$ cat config.mk
export PLATFORM = sky130hd
export DESIGN_NAME = uart_tx_buffered
export DESIGN_NICKNAME = d
export VERILOG_FILES = /design/src/rtl/uart_pkg.sv /design/src/rtl/uart_sync_fifo.sv /design/src/rtl/uart_tx_buffered.sv
export SDC_FILE = /design/constraint.sdc
export NUM_CORES = 1
export LEC_CHECK = 0
export ABC_AREA = 1
export CAP_MARGIN = 25
export CORE_ASPECT_RATIO = 1.5
export CORE_MARGIN = 4
export CORE_UTILIZATION = 41
export CTS_BUF_LIST = sky130_fd_sc_hd__clkbuf_8
export DETAILED_ROUTE_END_ITERATION = 16
export PLACE_DENSITY_LB_ADDON = 0.08
export SYNTH_ARGS = -nofsm -noshare
export SYNTH_HDL_FRONTEND = slang
export SYNTH_SLANG_ARGS = --single-unit
$ cat constraint.sdc
create_clock -name clk -period 1.4 [get_ports clk]
set_input_delay 0.42 -clock clk [delete_from_list [all_inputs] [get_ports clk]]
set_output_delay 0.42 -clock clk [all_outputs]
set_load 0.01 [all_outputs]
$ cat src/rtl/uart_pkg.sv
// Shared UART definitions: FSM state encoding, default frame parameters and
// the oversampling factor used by both the receive and transmit paths.
package uart_pkg;

    typedef enum logic [1:0] {
        IDLE  = 2'd0,
        START = 2'd1,
        DATA  = 2'd2,
        STOP  = 2'd3
    } uart_state_t;

    localparam int DBIT_DEFAULT    = 8;
    localparam int SB_TICK_DEFAULT = 16;
    localparam int OVERSAMPLE      = 16;

    function automatic int max_int(input int a, input int b);
        return (a > b) ? a : b;
    endfunction

endpackage

$ cat src/rtl/uart_sync_fifo.sv
// First-word-fall-through synchronous FIFO with registered full/empty flags;
// the head word is presented on dout whenever empty is low.
module uart_sync_fifo #(
    parameter int DW = 8,
    parameter int AW = 2
) (
    input  logic          clk,
    input  logic          rst,
    input  logic [DW-1:0] din,
    input  logic          wr_en,
    input  logic          rd_en,
    output logic [DW-1:0] dout,
    output logic          full,
    output logic          empty
);

    localparam int DEPTH = 2 ** AW;

    logic [DW-1:0] mem [DEPTH];
    logic [AW-1:0] wr_ptr;
    logic [AW-1:0] rd_ptr;
    logic [AW:0]   count;
    logic [AW:0]   count_next;
    logic          push;
    logic          pop;

    // A write while full is dropped even when a pop frees a slot this cycle.
    assign push = wr_en && !full;
    assign pop  = rd_en && !empty;
    assign dout = mem[rd_ptr];

    always_comb begin
        count_next = count;
        if (push && !pop)
            count_next = count + 1'b1;
        else if (pop && !push)
            count_next = count - 1'b1;
    end

    always_ff @(posedge clk) begin
        if (push)
            mem[wr_ptr] <= din;
    end

    always_ff @(posedge clk) begin
        if (rst) begin
            wr_ptr <= '0;
            rd_ptr <= '0;
            count  <= '0;
            full   <= 1'b0;
            empty  <= 1'b1;
        end else begin
            if (push)
                wr_ptr <= wr_ptr + 1'b1;
            if (pop)
                rd_ptr <= rd_ptr + 1'b1;
            count <= count_next;
            full  <= (count_next == DEPTH[AW:0]);
            empty <= (count_next == '0);
        end
    end

endmodule

$ cat src/rtl/uart_tx_buffered.sv
// Buffered UART transmitter: host bytes queue in a FWFT FIFO and are
// serialized as start / DBIT data (LSB first) / stop frames on the s_tick grid.
module uart_tx_buffered
    import uart_pkg::*;
#(
    parameter int DBIT    = DBIT_DEFAULT,
    parameter int SB_TICK = SB_TICK_DEFAULT,
    parameter int FIFO_AW = 2
) (
    input  logic            clk,
    input  logic            rst,
    input  logic            s_tick,
    input  logic [DBIT-1:0] w_data,
    input  logic            wr_uart,
    output logic            tx_full,
    output logic            tx_empty,
    output logic            tx_busy,
    output logic            tx_done_tick,
    output logic            tx
);

    localparam int SW = $clog2(max_int(SB_TICK, OVERSAMPLE));
    localparam int NW = max_int($clog2(DBIT), 1);

    localparam logic [SW-1:0] S_LAST    = SW'(OVERSAMPLE - 1);
    localparam logic [SW-1:0] STOP_LAST = SW'(SB_TICK - 1);
    localparam logic [NW-1:0] N_LAST    = NW'(DBIT - 1);

    uart_state_t     state;
    logic [SW-1:0]   s_cnt;
    logic [NW-1:0]   n_cnt;
    logic [DBIT-1:0] b_reg;
    logic [DBIT-1:0] fifo_dout;
    logic            tx_reg;
    logic            done_reg;
    logic            fifo_pop;

    // Popping straight from IDLE keeps the idle gap between frames to one clk.
    assign fifo_pop     = (state == IDLE) && !tx_empty;
    assign tx_busy      = (state != IDLE);
    assign tx_done_tick = done_reg;
    assign tx           = tx_reg;

    uart_sync_fifo #(
        .DW(DBIT),
        .AW(FIFO_AW)
    ) u_fifo (
        .clk  (clk),
        .rst  (rst),
        .din  (w_data),
        .wr_en(wr_uart),
        .rd_en(fifo_pop),
        .dout (fifo_dout),
        .full (tx_full),
        .empty(tx_empty)
    );

    always_ff @(posedge clk) begin
        if (rst) begin
            state    <= IDLE;
            s_cnt    <= '0;
            n_cnt    <= '0;
            b_reg    <= '0;
            tx_reg   <= 1'b1;
            done_reg <= 1'b0;
        end else begin
            done_reg <= 1'b0;
            case (state)
                IDLE: begin
                    tx_reg <= 1'b1;
                    if (!tx_empty) begin
                        b_reg  <= fifo_dout;
                        s_cnt  <= '0;
                        tx_reg <= 1'b0;
                        state  <= START;
                    end
                end
                START: begin
                    if (s_tick) begin
                        if (s_cnt == S_LAST) begin
                            s_cnt  <= '0;
                            n_cnt  <= '0;
                            tx_reg <= b_reg[0];
                            state  <= DATA;
                        end else begin
                            s_cnt <= s_cnt + 1'b1;
                        end
                    end
                end
                DATA: begin
                    if (s_tick) begin
                        if (s_cnt == S_LAST) begin
                            // tx_reg is registered, so it takes the bit that
                            // lands in b_reg[0] after this shift.
                            b_reg <= {1'b0, b_reg[DBIT-1:1]};
                            s_cnt <= '0;
                            if (n_cnt == N_LAST) begin
                                tx_reg <= 1'b1;
                                state  <= STOP;
                            end else begin
                                n_cnt  <= n_cnt + 1'b1;
                                tx_reg <= b_reg[1];
                            end
                        end else begin
                            s_cnt <= s_cnt + 1'b1;
                        end
                    end
                end
                STOP: begin
                    tx_reg <= 1'b1;
                    if (s_tick) begin
                        if (s_cnt == STOP_LAST) begin
                            done_reg <= 1'b1;
                            state    <= IDLE;
                        end else begin
                            s_cnt <= s_cnt + 1'b1;
                        end
                    end
                end
                default: state <= IDLE;
            endcase
        end
    end

endmodule

==> Word-level counts from Yosys, hierarchy flattened <==
Memories as Yosys holds them, arrays and structs flattened. A register that Yosys moved wholly into a read port is not among the register bits.
Index checks and enable logic that the tools add are counted.
{ "word_totals": {"ff_bits": 28, "ramBits": 32, "input_bits": 12, "output_inout_bits": 5, "word_cells": 97, "n_memories": 1} }
{ "op_classes": {"add_sub_neg": 6, "eq_ne": 17, "n_mux": 39, "n_bitwise": 2, "reduce_logical": 21} }
{ "memory_table": {"columns": ["memory", "words", "width", "rd", "rd_clocked_by_memory_dff", "write_ports", "line_no", "rtl"], "rows": [
  ["u_fifo.mem", 4, 8, 1, 1, 1, "uart_sync_fifo.sv:19", "logic [DW-1:0] mem [DEPTH];"]
]} }
{ "ops": {"columns": ["cell", "count"], "rows": [
  ["two-way mux 8 bit", 3],
  ["two-way mux 3 bit", 7],
  ["two-way mux 2 bit", 10],
  ["two-way mux 4 bit", 5],
  ["inequality test 2 bit, second input constant", 10],
  ["one-hot mux 8 bit (2 select lines)", 1],
  ["one-hot mux 4 bit (3 select lines)", 1],
  ["AND reduction 4 bit", 3],
  ["two-way mux 1 bit", 9],
  ["one-hot mux 2 bit (4 select lines)", 1],
  ["AND reduction 8 bit", 1],
  ["adder 3 x 1 -> 3 bit, second input constant", 2],
  ["== test 3 bit, second input constant", 2],
  ["one-hot mux 3 bit (2 select lines)", 1],
  ["AND reduction 6 bit", 1],
  ["nonzero test 2 bit", 3],
  ["logical AND 1 bit", 5],
  ["adder 2 x 1 -> 2 bit, second input constant", 2],
  ["adder 4 x 1 -> 4 bit, second input constant", 1],
  ["== test 2 bit, second input constant", 2],
  ["== test 4 bit, second input constant", 1],
  ["logical NOT 1 bit", 4],
  ["one-hot mux 1 bit (4 select lines)", 1],
  ["logical NOT 3 bit", 1],
  ["other kinds (7)", 8]
]} }

==> Longest topological paths before layout <==
{ "logic_depth": {"ltp_word": 7, "mapped_depth": 11, "mapped_depth_nobuf": 11} }

==> Hierarchy <==
From an unflattened synthesis, not the netlist that was laid out.
{ "unflattened": {"cells_unflattened": 324, "area_unflattened_um2": 2876.5} }
{ "by_module_without_submodules": {"columns": ["mod", "n_inst", "cells_per_inst", "area_each_um2"], "rows": [
  ["uart_sync_fifo", 1, 154, 1774.2],
  ["uart_tx_buffered", 1, 170, 1102.3]
]} }

==> Worst setup path after synthesis <==
No wires, ideal clock.
{ "synth_timing": {"kind": "register to register", "startpoint": "register state[0]", "endpoint": "register b_reg[0]", "setup_time_ns": 0.111, "t_arrival_ns": 1.358, "required_time_ns": 1.289, "slack_ns": -0.070, "stages_incl_launch_ff": 10, "n_path_buf": 0, "synth_period_minus_slack_ns": 1.470, "cell_sequence": "dfxtp_1 inv_1 ha_1 nand2_1 inv_2 nor2_4 a21boi_4 nand2_1 nor2_1 nor2_1"} }
{ "synth_via": {"elab_chain_cells": 3, "word_cells_on_any_way": 8, "cone_classes": "eq/ne (4); mux (1); reduce/logical (3)"} }
{ "synth_rtl": {"columns": ["element", "line_no", "rtl"], "rows": [
  ["start: declaration", "uart_tx_buffered.sv:29", "uart_state_t state;"],
  ["start signal: assignment", "uart_tx_buffered.sv:60", "state <= IDLE;"],
  ["start signal: assignment", "uart_tx_buffered.sv:75", "state <= START;"],
  ["start signal: assignment", "uart_tx_buffered.sv:84", "state <= DATA;"],
  ["== test 2 bit or logical NOT 2 bit (tied branches)", "uart_tx_buffered.sv:68", "case (state)"],
  ["inequality test 2 bit (no source line) or nonzero test 2 bit (tied branches)", null, null],
  ["AND reduction 4 bit (no source line)", null, null],
  ["end signal: assignment", "uart_tx_buffered.sv:72", "b_reg <= fifo_dout;"],
  ["end signal: assignment", "uart_tx_buffered.sv:95", "b_reg <= {1'b0, b_reg[DBIT-1:1]};"],
  ["end: declaration", "uart_tx_buffered.sv:32", "logic [DBIT-1:0] b_reg;"]
]} }
Several ways; a longest one is shown, not always the timed one.
A chain may end at the register's enable or synchronous reset.

==> Worst setup path in the final report <==
{ "layout_timing": {"startpoint": "register state[0]", "endpoint": "output port tx_busy"} }
{ "layout_via": {"elab_chain_cells": 1} }
{ "layout_rtl": {"columns": ["element", "line_no", "rtl"], "rows": [
  ["nonzero test 2 bit", "uart_tx_buffered.sv:40", "assign tx_busy = (state != IDLE);"],
  ["end: declaration", "uart_tx_buffered.sv:17", "output logic tx_busy,"]
]} }
Every way passes these cells.

==> flow_summary_export.csv <==
group,metric,value,unit
run_status,status,"finished, violations left",
run_status,violations,"setup timing",
global_route,grt_overflow,0,
global_route,grt_max_degree,17,
timing,fin_crit_sh,112.4,%
cts,htreeDepth,3,
synthesis,async_flop_share,0,%
detailed_routing,drcViolationCount,0,
global_route,track_usage,15.64,%
timing,worstMarginPinSlew,0.3294,ns
synthesis,netlist-cell-type-count,32,
cts,clock-root-buffer,"clkbuf_8",
synthesis,syn_area,0.003010,sq mm
die,rows,38,
setup_path,worstPathArrival,1.15,ns
synthesis,ys_top_cells_by_area,"edfxtp_1 (32%), dfxtp_1 (20%), nand2_1 (13%), ha_1 (5.8%), a21oi_1 (4.7%)",
cts,clock-sinks,62,
placement,dp_hpwl,4397,um
setup_path,r2r_slack,-0.13,ns
setup_path,start_kind,"flop",
setup_path,reg2reg_depth,10,
hold_path,min_path_cells,2,
detailed_routing,detail-route-antenna-nets,0,
pwr,peakVddDrop,0.9472,mV
synthesis,yosysTopAreaCell,"edfxtp_1",
final_layout,fin_area,0.004242,sq mm
synthesis,yosysTopAreaCellShare,31.92,%
hold_path,worstHoldStart,"n_cnt[1]",
timing,setup_slack,-0.1742,ns
die,core_area,0.007179,sq mm
placement,gp_congestion,0.7708,
placement,place_area,0.003540,sq mm
pwr,leakage,1.819,nW
timing,hold_viol,0,
synthesis,ys_seq_area_share,51.87,%
hold_path,min_to,"n_cnt[1]",
cts,cts_tree,"yes",
timing,timing.slew.headroom,78.02,%
synthesis,syn_area_per_cell,8.432,sq um
placement,placed_cells,500,
synthesis,synth-edff-count,32,
setup_path,r2r-start,"state[0]",
setup_path,worst_ep_required_time,0.98,ns
cts,cts.clk_slew.worst_paths,0.07,ns
timing,maxSlewViolCount,0,
detailed_routing,drt_iter0_markers,69,
synthesis,ys_top_cells_by_count,"nand2_1 (105), inv_1 (36), nor2_1 (36), edfxtp_1 (32), dfxtp_1 (30)",
global_route,grt_pass1_wl,10700,um
cts,cts_made_buffers,9,
timing,rsz0062_at_grt,"yes",
synthesis,synth_nets,383,
detailed_routing,wire_per_inst,12.24,um
final_layout,largest_reg_flops,32,
die,io_pins,17,
detailed_routing,drt_wl_total,6473,um
final_layout,n_antenna_cell,0,
final_layout,drive_gt1_share,35.66,%
timing,setup-violations-final,20,
timing,fin_crit,1.574,ns
hold_path,worstHoldPathType,"flop to flop",
cts,hold_buffers,0,
setup_path,path_class,"flop to output pin",
pwr,power_density,2166,mW/mm^2
cts,clock_latency,0.33,ns
synthesis,synth-seq-cells,62,
final_layout,post-route-util,59.08,%
final_layout,layoutNonFillerInstCount,529,
synthesis,synthFlopType,"edfxtp_1",
synthesis,synth_cells,357,
die,die_x,77.97,um
cts,cts.path.max_buffers,2,
detailed_routing,dr.pass1.iters,4,
die,fp.dieH,112.9,um
synthesis,synth_warnings,0,
global_route,grt_pass1_vias,2384,
die,start_util,41.93,%
setup_path,r2r_end,"b_reg[3]",
placement,io_buffers,16,
synthesis,synth.most_common_cell,"nand2_1",
timing,max_freq,0.6352,GHz
global_route,antenna_found_initial,0,
final_layout,nets,450,
setup_path,end_kind,"output pin",
final_layout,syn2layout_area_growth,40.90,%
timing,tns,-1.805,ns
setup_path,path_max_fanout,2,
detailed_routing,avgViaCountPerCell,4.577,
die,fp.dieArea,0.008806,sq mm
timing,finClkSkew,0.004519,ns
pwr,power,0.009187,W
job,drv_cap,0,
detailed_routing,vias,2421,
[critical path: stages, from the launching register on]
cell     delay [ns]
dfxtp_2        0.36
inv_4          0.05
ha_4           0.15
buf_4          0.13
inv_4          0.05
buf_6          0.09
[routing by layer]
layer  share of wire [%]  up-vias  GRT usage (%)
met3                 2.4        8          3.424
li1                    -     1268              -
met4                 1.7        0          7.701
met5                   0        -              0
met1                  41     1122          16.47
met2                  55       23          28.89
[how the worst max path moves through the flow]
stage                   from     endpoint  slack, ns  cells after the start
floorplan           state[0]     b_reg[0]      0.005                      9
CTS                 state[0]     b_reg[3]      -0.16                     10
detailed placement   wr_uart  u_fifo.full      -0.35                      9
global placement     wr_uart  u_fifo.full      -0.31                      9
finish              state[0]      tx_busy      -0.17                      5
global route        state[0]     b_reg[3]      -0.26                     10
[metrics by stage]
step                      hold WS (ns)  setup WS, ns
after floorplan                 0.4487      0.005026
after global placement          0.4586       -0.3088
after detailed placement        0.4647       -0.3458
after CTS                       0.4749       -0.1590
after global routing            0.4979       -0.2571
final                           0.4743       -0.1742
[what timing repair did]
item,CTS,global route
gates resized for setup,53,65
hold endpoints to repair,0,0
buffers inserted,7,7
setup endpoints to repair,26,27
pin swaps,22,35
[layout make-up]
cell class	instances	area (sq um)
fill	622	2938
sequential	62	1568
multi-input combinational	240	1511
timing repair buffer	67	609.3
inverter	44	191.4
tap	100	125.1
clock buffer	9	123.9
clock inverter	7	112.6
[report_power, final]
part           leakage, nW  internal [W]  switching (W)
clock network        0.121       0.00117       0.000717
logic                 1.16       0.00227        0.00257
registers            0.541       0.00226       0.000205
total                 1.82       0.00569        0.00349
[cells in the final DEF (no fill, tap or decap), types with 4 or more instances in the layout]
master,Yosys,routed
a21oi_1,28,21
edfxtp_1,32,32
nand2_1,105,85
a21oi_2,0,7
nor2_1,36,30
nor2_4,2,6
nand3_1,23,17
nand3_2,1,6
clkdlybuf4s50_1,0,11
buf_6,2,13
o21ai_4,1,4
ha_4,0,4
nand2_4,1,7
buf_4,1,37
ha_1,14,9
o21ai_0,7,4
clkbuf_8,0,9
nand2_2,5,17
inv_4,0,5
nor2_2,7,9
inv_2,6,7
inv_1,36,30
dfxtp_1,30,27
[cells by family after synthesis]
kind of cell	count (synthesis)	share of synthesized area, %
compound gates	40	7.689
xor+xnor	3	0.8730
fa+ha+maj	14	5.819
buf+inv	55	7.772
flops	62	51.87
simple gates	183	25.98
Note: power is estimated with default switching activity, not from simulation.
==> RTL change 1, RTL diff (config.mk and constraints unchanged) <==
`FIFO_AW`: 2 -> 4.
--- a/src/rtl/uart_tx_buffered.sv
+++ b/src/rtl/uart_tx_buffered.sv
@@ -5,7 +5,7 @@
 #(
     parameter int DBIT    = DBIT_DEFAULT,
     parameter int SB_TICK = SB_TICK_DEFAULT,
-    parameter int FIFO_AW = 2
+    parameter int FIFO_AW = 4
 ) (
     input  logic            clk,
     input  logic            rst,
Behaviour: not the same (a bounded check fails within 10 cycles, from zero or initial values and one cycle with rst high).
==> RTL change 1 against the original RTL <==
The flow still finishes with violations (negative setup slack); count of clock-buffer cells in the layout grew 10; total power grew 84%; sequential cell count grew 104; area after synthesis grew 140%; final area grew 130%; wire length grew to 3.0 times the old value; synthesized cell count grew 120%; setup slack lost 120 ps; critical path type is now reg -> reg; largest cell class unchanged.
==> RTL change 1: results (changes against the original RTL) <==
- Net Count, Synth: 800 (+110%)
* Horizontal extent of the die: 117 um (+51%)
- Worst EP arrival: 2030 ps (+880 ps)
- Fill cells: 1,553 (+150%)
- Worst clock skew on the final layout: 8.81 ps (+4.30 ps)
- Clk_lat worst skew: 440 ps (+110 ps)
* Static Leakage: 3.98 nW (+120%)
* Worst-case headroom to the max-slew limit: 78.5% (+0.49 points)
* WL met1: 7780 um (+190%)
* Global routing usage on met1: 21.9% (+5.4 points)
* CTS buffer count: 17 (+8)
- Number of enable flip-flop cells after synthesis: 128 (+300%)
- Fraction of area in clock buffers and inverters: 4.58% (-1.0 points)
* H-tree level count: 4 (+1)
- The detailed-route via count came to 5,514 (+130%).
* Top Family by Delay on Critical Path: buffers and inverters
- The via-per-instance ratio came to 5.01 (+9.5%).
* Avg WL per Cell: 17.4 um (+42%)
- GR Util met3: 3.70% (+0.27 points)
- Wire length of the first global-routing pass: 29,700 um (+180%)
- Met2 Track Usage GR: 35.8% (+6.9 points)
- The least setup slack across all paths after layout came to -293 ps (-118 ps).
- Number of setup violations in the final report: 65 (+230%)
* Inverters, non-clock: 95 (+120%)
- The share of cell area taken by multi-input logic gates was 28.7% (-7.0 points).
* Number of unique standard cell types used by synthesis: 36 (+13%)
- TNS Setup: -5880 ps (-4070 ps)
- The register clock-pin slew on the reported worst setup and hold paths was 90 ps (+20 ps).
- The number of global-route vias before repair was 5,585 (+130%).
* Cell Count Post-Placement: 1,044 (+110%)
- The number of instances in the synthesized netlist was 773 (+120%).
* Flip-flop count of the largest register after layout: 128 (+300%)
- The total number of clock tree sinks is 166 (+170%).
* Ratio of cells with drive above 1 in the final layout: 28.0% (-7.7 points)
* Signal buffers: 111 (+66%)
* Leading cell types by total area after synthesis: edfxtp_1 (52%), nand2_1 (12%), dfxtp_1 (10%)
* Clock buffer count in the final layout: 19 (+10)
- Signal buf overhead: 12.0% (-2.4 points)
* Failing checks: negative setup slack
- The final estimated routing congestion in global placement was 0.891 (+16%).
- The run finished, with violations left.
- Final Instance Area: 9620 sq um (+130%)
* Iter 0 DRT Violations: 368 (+430%)
- Placed wire-length estimate: 12,900 um (+190%)
[RTL change 1: logic make-up after synthesis]
family / after synthesis / share of synthesized area (%)
AND/OR/NAND/NOR: 406 / 23.2
flip-flops: 166 / 62.5
buffers and inverters: 125 / 6.69
AO/OA/AOI/OAI: 58 / 4.59
adder cells (fa/ha/maj): 15 / 2.55
XOR/XNOR: 3 / 0.459
[RTL change 1: repair_timing]
action,in CTS,in global routing
hold buffers,0,0
hold endpoints to repair,0,0
buffers inserted,14,14
resized for setup,75,69
pin swaps,18,35
setup endpoints to repair,153,153
cloned,1,0
[RTL change 1: final timing paths]
path              startpoint  endpoint  slack (ps)  cells after the start
hold reg to reg     b_reg[6]  b_reg[6]         470                      2
setup / recovery    state[0]  state[1]        -290                     10
hold / removal      b_reg[6]  b_reg[6]         470                      2
setup reg to reg    state[0]  state[1]        -290                     10
[RTL change 1: power breakdown]
group | internal [mW] | switching, mW
clock | 2.03 | 1.71
sequential | 5.75 | 0.284
combinational | 3.02 | 4.12
==> RTL change 2, RTL diff (config.mk and constraints unchanged) <==
Without the edit above. Re-encode `uart_state_t` (4 states) as one-hot, 4 bits wide.
--- a/src/rtl/uart_pkg.sv
+++ b/src/rtl/uart_pkg.sv
@@ -2,11 +2,11 @@
 // the oversampling factor used by both the receive and transmit paths.
 package uart_pkg;
 
-    typedef enum logic [1:0] {
-        IDLE  = 2'd0,
-        START = 2'd1,
-        DATA  = 2'd2,
-        STOP  = 2'd3
+    typedef enum logic [3:0] {
+        IDLE  = 4'b0001,
+        START = 4'b0010,
+        DATA  = 4'b0100,
+        STOP  = 4'b1000
     } uart_state_t;
 
     localparam int DBIT_DEFAULT    = 8;
Function: no difference found for any inputs over 10 cycles, from zero or initial values and one cycle with rst high; not proved beyond that.
==> RTL change 2 against the original RTL <==
The run still ends with negative setup slack left; final area grew 3.6%; non-clock buffer count grew 17; sequential cell count grew 2; count of clock-buffer cells in the layout did not move; die area is essentially flat; total power shrank 13%; wire length increased by 7.4%; area after synthesis hardly changed; fmax rose by 5.5%; final cell count up 0.57%; setup slack improved by 82 ps; sequential share of layout area is 0.12 points lower.
==> RTL change 2: results (changes against the original RTL) <==
- Setup WS pre-CTS: -424 ps (-77.7 ps)
* Worst-Margin Slew: 384 ps (+54.6 ps)
- CTS placed an instance of clkbuf_8 at the clock tree root.
* Number of setup buffers added after CTS: 8 (+1)
- The placed instance count was 503 (+0.60%).
* Fill cells: 620 (-0.32%)
* Worst EP arrival: 1070 ps (-80 ps)
- Wire length after detailed routing: 6950 um (+7.4%)
* Wire length of the first global-routing pass: 11,400 um (+6.8%)
* Peak VDD IR: 0.000900 V (-5.0%)
- Synth top cells by count: nand2_1 (49), nor2_1 (49), inv_1 (36)
- Layout net count: 448 (-0.44%)
* Avg WL per Cell: 13.1 um (+6.8%)
- The mean area per synthesized cell was 8.80 sq um (+4.3%).
- The sequential cell area fraction in the yosys report is 53.2% (+1.4 points).
- The clock latency reported for the late side of the worst-skew pair is 350 ps (+20 ps).
- Placer congestion estimate: 0.844 (+9.5%)
- Placed wire-length estimate: 4460 um (+1.4%)
* TNS Setup: -895 ps (+910 ps)
- Via count of the first global-routing pass: 2,509 (+5.2%)
* Global Route Usage Sum: 16.9% (+1.3 points)
- Max Fanout on Critical Path: 3 (+1)
- The number of gates resized after cts was 43 (-19%).
* Most used flip-flop cell after synthesis: edfxtp_1
- Static Leakage: 1.83 nW (+0.67%)
* Antenna diode count: 0 (unchanged)
- Leading cell types by total area after synthesis: edfxtp_1 (32%), dfxtp_1 (21%), nand2_1 (6.1%)
* Detailed Routing Iterations Pass 1: 4 (unchanged)
* Worst clock skew on the final layout: 11.9 ps (+7.35 ps)
- Iter 0 DRT Violations: 97 (+41%)
- The number of nets in the synthesized netlist is 363 (-5.2%).
* Number of unique standard cell types used by synthesis: 26 (-19%)
* Run status: complete, but fails checks
* Worst setup slack after layout: -92.5 ps (+81.7 ps)
* Dpl cell area: 3690 sq um (+4.3%)
- Pin count of the biggest net entering global routing: 17 (unchanged)
- The largest buffer count on any clock path was 2 (unchanged).
- The proportion of layout cells with a drive suffix above 1 was 39.4% (+3.7 points).
- Flip-flop count of the largest register after layout: 32 (unchanged)
- The Yosys warning count was 0 (unchanged).
- Count of buffers from port buffering: 16 (unchanged)
* Antenna violations before repair: 0 (unchanged)
- Failing checks: negative setup slack
- Routed vias: 2,556 (+5.6%)
- The count of final setup violators came to 17 (-15%).
## RTL change 2: worst max-delay path: stages (launching register included)
cell     delay, ps
dfxtp_2        350
inv_2           50
nor2_4         130
nand2_2         80
buf_6          120
## RTL change 2: where the power goes
part / switching, mW / internal (mW) / total, mW
Clock: 0.668 / 0.790 / 1.46
Sequential: 0.221 / 2.32 / 2.54
Combinational: 2.07 / 1.94 / 4.01
Total: 2.96 / 5.06 / 8.01
## RTL change 2: final cells by class
cell class                      count  area [sq um]  share of cell area (%)
Sequential cell                    64          1620                    36.8
Multi-Input combinational cell    227          1510                    34.3
Timing Repair Buffer               84           800                    18.2
Inverter                           41           164                    3.73
Tap cell                          100           125                    2.85
Clock buffer                        9           124                    2.82
Clock inverter                      7          55.1                    1.25
## RTL change 2: kinds of logic after synthesis
logic type	count (synthesis)	synth area share, %
compound gates	64	11.0
fa+ha+maj	9	3.74
simple gates	145	22.2
flops	64	53.2
buf+inv	51	6.86
xor+xnor	2	0.582
mux	7	2.33
## RTL change 2: metal layers
| layer | up-vias | global-route usage [%] | wire, um |
|---|---|---|---|
| met5 | - | 0 | 0 |
| met3 | 20 | 4.94 | 201 |
| met1 | 1198 | 18.3 | 2810 |
| li1 | 1303 | - | - |
| met2 | 35 | 28.7 | 3660 |
| met4 | 0 | 10.7 | 280 |
## RTL change 2: path summary, 6_finish.rpt
path                         start               end  slack, ps  depth (start not counted)
setup reg to reg          state[1]          b_reg[5]        -80                          9
setup / recovery          state[0]           tx_busy        -90                          4
hold reg to reg   u_fifo.rd_ptr[1]  u_fifo.rd_ptr[1]        470                          2
hold / removal    u_fifo.rd_ptr[1]  u_fifo.rd_ptr[1]        470                          2
